**src/rtl/tdm_pkg.sv**
```systemverilog
// Shared definitions for the tdm_demux4 receive path: FSM state encoding,
// slot count and slot index width.
package tdm_pkg;

  localparam int SLOTS  = 4;
  localparam int SLOT_W = 2;

  localparam logic ST_HUNT = 1'b0;
  localparam logic ST_LOCK = 1'b1;

  localparam logic [SLOT_W-1:0] LAST_SLOT = SLOT_W'(SLOTS - 1);

endpackage

```
**src/rtl/tdm_slot_counter.sv**
```systemverilog
// Slot index counter for tdm_demux4: 2-bit wrap counter that advances on
// accepted beats and loads 1 on a sync beat (the sync beat itself is slot 0).
module tdm_slot_counter
  import tdm_pkg::*;
(
  input  logic              clk,
  input  logic              rst_n,
  input  logic              en,
  input  logic              load1,
  output logic [SLOT_W-1:0] cnt
);

  // Sync load wins over increment; increment wraps 3 -> 0 by width.
  always_ff @(posedge clk or negedge rst_n) begin
    if (!rst_n) begin
      cnt <= '0;
    end else if (load1) begin
      cnt <= SLOT_W'(1);
    end else if (en) begin
      cnt <= cnt + SLOT_W'(1);
    end
  end

endmodule

```
**src/rtl/tdm_demux4.sv**
```systemverilog
// tdm_demux4: 4-slot TDM demultiplexer. Slots 0..3 are collected into shadow
// registers and committed atomically to O1..O4 on the slot-3 beat, with a
// one-cycle frame_valid pulse. frame_sync on a valid beat marks slot 0.
// Optional build macro TDM_DEMUX_SYNC_ERR_EN adds sync_err (pulse per
// misaligned sync) and sync_err_cnt (saturating 8-bit count).
module tdm_demux4
  import tdm_pkg::*;
#(
  parameter int WIDTH = 1
) (
  input  logic              clk,
  input  logic              rst_n,
  input  logic [WIDTH-1:0]  din,
  input  logic              din_valid,
  input  logic              frame_sync,
  output logic [WIDTH-1:0]  O1,
  output logic [WIDTH-1:0]  O2,
  output logic [WIDTH-1:0]  O3,
  output logic [WIDTH-1:0]  O4,
  output logic              frame_valid,
  output logic              locked,
  output logic [SLOT_W-1:0] slot
`ifdef TDM_DEMUX_SYNC_ERR_EN
  ,
  output logic              sync_err,
  output logic [7:0]        sync_err_cnt
`endif
);

  logic             state;
  logic [WIDTH-1:0] sh0_p0;
  logic [WIDTH-1:0] sh1_p0;
  logic [WIDTH-1:0] sh2_p0;

  logic sync_beat;
  logic lock_beat;
  logic misalign;
  logic commit;

  assign sync_beat = din_valid && frame_sync;
  assign lock_beat = din_valid && (state == ST_LOCK);
  // A sync landing anywhere but slot 0 while locked restarts the frame.
  assign misalign  = sync_beat && (state == ST_LOCK) && (slot != '0);
  // Slot 3 completes a frame only if it is not itself a (misaligned) sync.
  assign commit    = lock_beat && !frame_sync && (slot == LAST_SLOT);
  assign locked    = (state == ST_LOCK);

  tdm_slot_counter u_slot_counter (
    .clk   (clk),
    .rst_n (rst_n),
    .en    (lock_beat),
    .load1 (sync_beat),
    .cnt   (slot)
  );

  // HUNT leaves on the first sync beat; only reset returns to HUNT.
  always_ff @(posedge clk or negedge rst_n) begin
    if (!rst_n) begin
      state <= ST_HUNT;
    end else if (sync_beat) begin
      state <= ST_LOCK;
    end
  end

  // Stage p0: capture slot words 0..2; slot 3 goes straight to O4 at commit.
  always_ff @(posedge clk or negedge rst_n) begin
    if (!rst_n) begin
      sh0_p0 <= '0;
      sh1_p0 <= '0;
      sh2_p0 <= '0;
    end else if (sync_beat) begin
      sh0_p0 <= din;
    end else if (lock_beat) begin
      case (slot)
        2'd0:    sh0_p0 <= din;
        2'd1:    sh1_p0 <= din;
        2'd2:    sh2_p0 <= din;
        default: ;
      endcase
    end
  end

  // Stage p1: atomic frame commit and its one-cycle valid pulse.
  always_ff @(posedge clk or negedge rst_n) begin
    if (!rst_n) begin
      O1          <= '0;
      O2          <= '0;
      O3          <= '0;
      O4          <= '0;
      frame_valid <= 1'b0;
    end else begin
      frame_valid <= commit;
      if (commit) begin
        O1 <= sh0_p0;
        O2 <= sh1_p0;
        O3 <= sh2_p0;
        O4 <= din;
      end
    end
  end

`ifdef TDM_DEMUX_SYNC_ERR_EN
  // Misaligned-sync pulse and saturating event counter.
  always_ff @(posedge clk or negedge rst_n) begin
    if (!rst_n) begin
      sync_err     <= 1'b0;
      sync_err_cnt <= '0;
    end else begin
      sync_err <= misalign;
      if (misalign && (sync_err_cnt != 8'hFF)) begin
        sync_err_cnt <= sync_err_cnt + 8'd1;
      end
    end
  end
`endif

endmodule

```
**config.mk**
```make
export PLATFORM = sky130hd
export DESIGN_NAME = tdm_demux4
export DESIGN_NICKNAME = d
export VERILOG_FILES = /design/src/rtl/tdm_pkg.sv /design/src/rtl/tdm_slot_counter.sv /design/src/rtl/tdm_demux4.sv
export SDC_FILE = /design/constraint.sdc
export NUM_CORES = 1
export LEC_CHECK = 0
export BUFFER_PORTS_ARGS = -buffer_cell sky130_fd_sc_hd__buf_2
export CAP_MARGIN = 20
export CORE_AREA = 10 10 47 49
export DETAILED_ROUTE_END_ITERATION = 7
export DIE_AREA = 0 0 57 59
export GPL_TIMING_DRIVEN = 0
export HOLD_SLACK_MARGIN = 0.05
export PLACE_DENSITY = 0.63
export SKIP_CTS_REPAIR_TIMING = 1
export SYNTH_ARGS = -nofsm -noshare
export SYNTH_HDL_FRONTEND = slang
export SYNTH_SLANG_ARGS = --single-unit
```
**constraint.sdc**
```tcl
create_clock -name clk -period 1.91 [get_ports clk]
set_input_delay 0.0955 -clock clk [delete_from_list [all_inputs] [get_ports clk]]
set_output_delay 0.0955 -clock clk [all_outputs]
set_load 0.05 [all_outputs]
```
==> impl_results.html <==
<table>
<tr><th>Metric</th><th>Value</th></tr>
<tr><th colspan="2">Placed design</th></tr>
<tr><td>Number of input and output port buffers inserted</td><td>11</td></tr>
<tr><td>Final HPWL DP</td><td>739 um</td></tr>
<tr><td>Worst Setup Slack post-DPL</td><td>0.609 ns</td></tr>
<tr><td>Placer Congestion</td><td>0.663</td></tr>
<tr><th colspan="2">Run</th></tr>
<tr><td>Total of max-cap violations</td><td>0</td></tr>
<tr><th colspan="2">STA</th></tr>
<tr><td>Time the worst path needs with I/O delays and setup</td><td>between 1 and 1.5 ns</td></tr>
<tr><td>Max Fclk</td><td>768 MHz</td></tr>
<tr><td>Period utilisation layout</td><td>roughly two thirds</td></tr>
<tr><td>Final number of setup-violating endpoints</td><td>0</td></tr>
<tr><td>Hold Vio Cnt, Final</td><td>0</td></tr>
<tr><td>Setup repair after global routing missed its margin</td><td>false</td></tr>
<tr><td>Skew final</td><td>0.000570 ns</td></tr>
<tr><td>Max_slew headroom</td><td>83.4%</td></tr>
<tr><td>Setup ws final</td><td>0.608 ns</td></tr>
<tr><td>Slew at the pin closest to its max-slew limit</td><td>0.249 ns</td></tr>
<tr><td>Max-slew violations</td><td>0</td></tr>
<tr><td>Final sum of negative setup slack</td><td>0 ns</td></tr>
<tr><th colspan="2">Power</th></tr>
<tr><td>Proportion of power drawn by the clock network</td><td>18.6%</td></tr>
<tr><td>Portion of total power attributed to sequential cells</td><td>39.9%</td></tr>
<tr><td>Int Power</td><td>roughly 500 uW</td></tr>
<tr><td>Logic pwr share</td><td>about two fifths</td></tr>
<tr><td>Switching Fraction</td><td>42.0%</td></tr>
<tr><td>Total leakage power</td><td>around 0.34 nW</td></tr>
<tr><td>Reported net switching power</td><td>around 360 uW</td></tr>
<tr><td>Power per cell area</td><td>1260 mW/mm2</td></tr>
<tr><td>Worst IR drop on VDD</td><td>0.423 mV</td></tr>
<tr><th colspan="2">Critical path</th></tr>
<tr><td>Startpoint type of the worst setup path</td><td>flip-flop</td></tr>
<tr><td>Worst R2R End</td><td>O3</td></tr>
<tr><td>Critical path data required time</td><td>slightly above 2 ns</td></tr>
<tr><td>Sort of element at the end of the critical path</td><td>flip-flop</td></tr>
<tr><td>R2R cell count</td><td>3</td></tr>
<tr><td>WP data arrival</td><td>1.45 ns</td></tr>
<tr><td>Reg-to-reg slack, setup</td><td>about 0.61 ns</td></tr>
<tr><td>Worst Path Max Fanout</td><td>7</td></tr>
<tr><td>Reg2Reg Launch Point</td><td>u_slot_counter.cnt[0]</td></tr>
<tr><td>Worst Path Class, Setup</td><td>flip-flop to flip-flop</td></tr>
<tr><th colspan="2">Min path</th></tr>
<tr><td>Min-Delay Startpoint</td><td>din</td></tr>
<tr><td>Path type of the worst min-delay path</td><td>input port to flip-flop</td></tr>
<tr><td>Worst Hold Path EP</td><td>sh1_p0</td></tr>
<tr><td>Hold Path Stages</td><td>2</td></tr>
<tr><th colspan="2">Global route</th></tr>
<tr><td>Total congestion overflow after global routing</td><td>0</td></tr>
<tr><td>Number of global-route vias before repair</td><td>388</td></tr>
<tr><td>Wire length of the first global-routing pass</td><td>1760 um</td></tr>
<tr><td>Total global routing track utilization</td><td>approximately 7%</td></tr>
<tr><td>Pin count of the biggest net entering global routing</td><td>12</td></tr>
<tr><td>Antenna violations before repair</td><td>0</td></tr>
<tr><th colspan="2">Clock tree</th></tr>
<tr><td>Total number of clock tree sinks</td><td>11</td></tr>
<tr><td>Master cell of the clock root buffer</td><td>sky130_fd_sc_hd__clkbuf_4</td></tr>
<tr><td>Clock edge transition at the registers on the reported setup and hold paths</td><td>0.07 ns</td></tr>
<tr><td>Number of H-tree levels</td><td>1</td></tr>
<tr><td>CTS tree</td><td>yes</td></tr>
<tr><td>Clock latency of the later-clocked register in the worst-skew pair</td><td>0.26 ns</td></tr>
<tr><td>Clock Tree Buf Depth</td><td>2</td></tr>
<tr><td>Number of buffers created by CTS</td><td>3</td></tr>
<tr><th colspan="2">Finish</th></tr>
<tr><td>Layout filler cell count</td><td>138</td></tr>
<tr><td>Area growth syn-to-layout</td><td>19.6%</td></tr>
<tr><td>Layout cell share with drive strength beyond 1</td><td>37.3%</td></tr>
<tr><td>Final antenna diode count</td><td>0</td></tr>
<tr><td>NumNets Final</td><td>69</td></tr>
<tr><th colspan="2">Routing</th></tr>
<tr><td>Drt first-iter violations</td><td>1</td></tr>
<tr><td>Count of unresolved DRC violations after routing</td><td>0</td></tr>
<tr><td>Ratio of routed vias to standard cells</td><td>5.13</td></tr>
<tr><td>Routed via count</td><td>385</td></tr>
<tr><td>Wire length per cell after detailed routing</td><td>about 13 um</td></tr>
<tr><td>DRT Pass-1 Iters</td><td>2</td></tr>
<tr><td>Routed Antenna Nets</td><td>0</td></tr>
<tr><td>Routed wire length</td><td>997 um</td></tr>
<tr><th colspan="2">Floorplan</th></tr>
<tr><td>Number of placed I/O pins</td><td>13</td></tr>
<tr><td>Starting density of the core</td><td>around two fifths</td></tr>
<tr><td>Area of the core</td><td>roughly 0.0014 mm2</td></tr>
<tr><td>Die Height</td><td>59 um</td></tr>
<tr><td>Number of placement rows</td><td>14</td></tr>
<tr><td>Die span in x</td><td>57 um</td></tr>
<tr><td>Die outline area</td><td>0.00336 mm2</td></tr>
<tr><th colspan="2">Outcome</th></tr>
<tr><td>Status</td><td>complete, no violations</td></tr>
<tr><th colspan="2">Synth</th></tr>
<tr><td>Warnings from Yosys</td><td>0</td></tr>
<tr><td>Syn Nets</td><td>52</td></tr>
<tr><td>Number of synthesized register bits</td><td>11</td></tr>
<tr><td>Share of the yosys chip area belonging to registers</td><td>48.5%</td></tr>
<tr><td>Synth Area per Inst</td><td>13.2 um2</td></tr>
<tr><td>Netlist area before placement</td><td>568 um2</td></tr>
<tr><td>Library cells used by synthesis</td><td>20</td></tr>
<tr><td>Instance count of the mapped netlist</td><td>43</td></tr>
</table>
==> layout by cell type, fill, tap and decap left out <==
cell	Yosys	layout
sky130_fd_sc_hd__a21boi_0	1	1
sky130_fd_sc_hd__a21o_2	1	1
sky130_fd_sc_hd__a21oi_1	1	1
sky130_fd_sc_hd__and4b_2	1	1
sky130_fd_sc_hd__buf_2	0	11
sky130_fd_sc_hd__buf_4	1	1
sky130_fd_sc_hd__buf_6	2	2
sky130_fd_sc_hd__clkbuf_1	0	1
sky130_fd_sc_hd__clkbuf_4	0	3
sky130_fd_sc_hd__dfrtp_1	11	11
sky130_fd_sc_hd__dlygate4sd3_1	0	1
sky130_fd_sc_hd__ha_1	4	4
sky130_fd_sc_hd__inv_1	3	3
sky130_fd_sc_hd__mux2_1	4	4
sky130_fd_sc_hd__mux2_4	2	2
sky130_fd_sc_hd__nand2_1	1	1
sky130_fd_sc_hd__nand3_1	1	1
sky130_fd_sc_hd__nand4b_1	3	3
sky130_fd_sc_hd__nand4b_4	1	1
sky130_fd_sc_hd__nor2_1	1	1
sky130_fd_sc_hd__nor3_1	2	2
sky130_fd_sc_hd__o21a_1	1	1
sky130_fd_sc_hd__o21ai_0	1	1
sky130_fd_sc_hd__o2bb2ai_1	1	1
==> critical path, cell delays in order, from the launching register on <==
cell                       delay (ns)
sky130_fd_sc_hd__dfrtp_1         0.45
sky130_fd_sc_hd__ha_1            0.23
sky130_fd_sc_hd__nand4b_4        0.17
sky130_fd_sc_hd__mux2_1          0.34
==> cell usage after synthesis, drive strengths merged <==
library cell	number	area, um2
nor2	1	3.75
buf	3	30.0
inv	3	11.3
a21o	1	8.76
a21oi	1	5.00
nand3	1	5.00
nor3	2	10.0
and4b	1	11.3
o2bb2ai	1	8.76
ha	4	50.1
dfrtp	11	275
nand4b	4	50.1
a21boi	1	7.51
o21ai	1	5.00
mux2	6	75.1
o21a	1	7.51
nand2	1	3.75
==> flip-flops by register name (all words and copies together), names as in the netlist <==
register            cells
locked                  1
frame_valid             1
sh0_p0                  1
sh1_p0                  1
O2                      1
u_slot_counter.cnt      2
sh2_p0                  1
O4                      1
O1                      1
O3                      1
==> layout make-up <==
class                   count  area (um2)  area share, %
clock buffers               4        26.3           3.87
plain buffers               3        30.0           4.42
inverters                   3        11.3           1.66
flip-flops and latches     11         275           40.5
well taps                  16        20.0           2.95
multi-input cells          26         251           37.0
repair buffers             12        65.1           9.58
==> logic make-up after synthesis <==
group / count (synthesis) / share of synthesized area (%)
DFF: 11 / 48.5
and+or+nand+nor: 10 / 14.8
AOI/OAI and AO/OA: 6 / 7.49
buffers and inverters: 6 / 7.27
muxes: 6 / 13.2
adders and majority gates: 4 / 8.81
==> per-layer routing <==
layer	part of all wire, %	global-route usage, %	vias up
li1	-	-	185
met1	49	7.33	185
met2	40	9.92	11
met3	8.6	3.65	4
met4	2.9	5.03	0
met5	0	0	-
==> stage by stage <==
stage	hold slack, ns	utilization, %	cell area [um2]	power (mW)	std cells
floorplan	-0.200	-	568	0.623	43
global placement	-0.0201	45.9	643	0.702	70
detailed placement	-0.0228	45.9	643	0.706	70
CTS	-0.312	47.8	669	0.868	74
global route	0.0804	48.5	679	0.914	75
finish	0.0782	48.5	679	0.856	75
==> how the worst max path moves through the flow <==
| stage | end | slack, ns | cells after the start | startpoint |
|---|---|---|---|---|
| 6_report | O3 | 0.61 | 3 | u_slot_counter.cnt[0] |
| 5_1_grt | sh2_p0 | 0.53 | 4 | u_slot_counter.cnt[0] |
| 4_1_cts | O3 | 0.59 | 3 | u_slot_counter.cnt[0] |
| 3_5_place_dp | O3 | 0.61 | 3 | u_slot_counter.cnt[0] |
| 3_3_place_gp | O4 | 0.63 | 3 | u_slot_counter.cnt[0] |
| 2_1_floorplan | O3 | 0.35 | 3 | u_slot_counter.cnt[0] |
==> power groups by stage <==
| stage | Clock [mW] | Sequential [mW] | Combinational (mW) |
|---|---|---|---|
| after detailed placement | 0 | 0.348 | 0.358 |
| after global routing | 0.180 | 0.355 | 0.379 |
| after CTS | 0.164 | 0.344 | 0.360 |
| after floorplan | 0 | 0.518 | 0.105 |
| final | 0.160 | 0.342 | 0.355 |
| after global placement | 0 | 0.345 | 0.357 |
No activity file was read; power rests on OpenSTA's default activity.
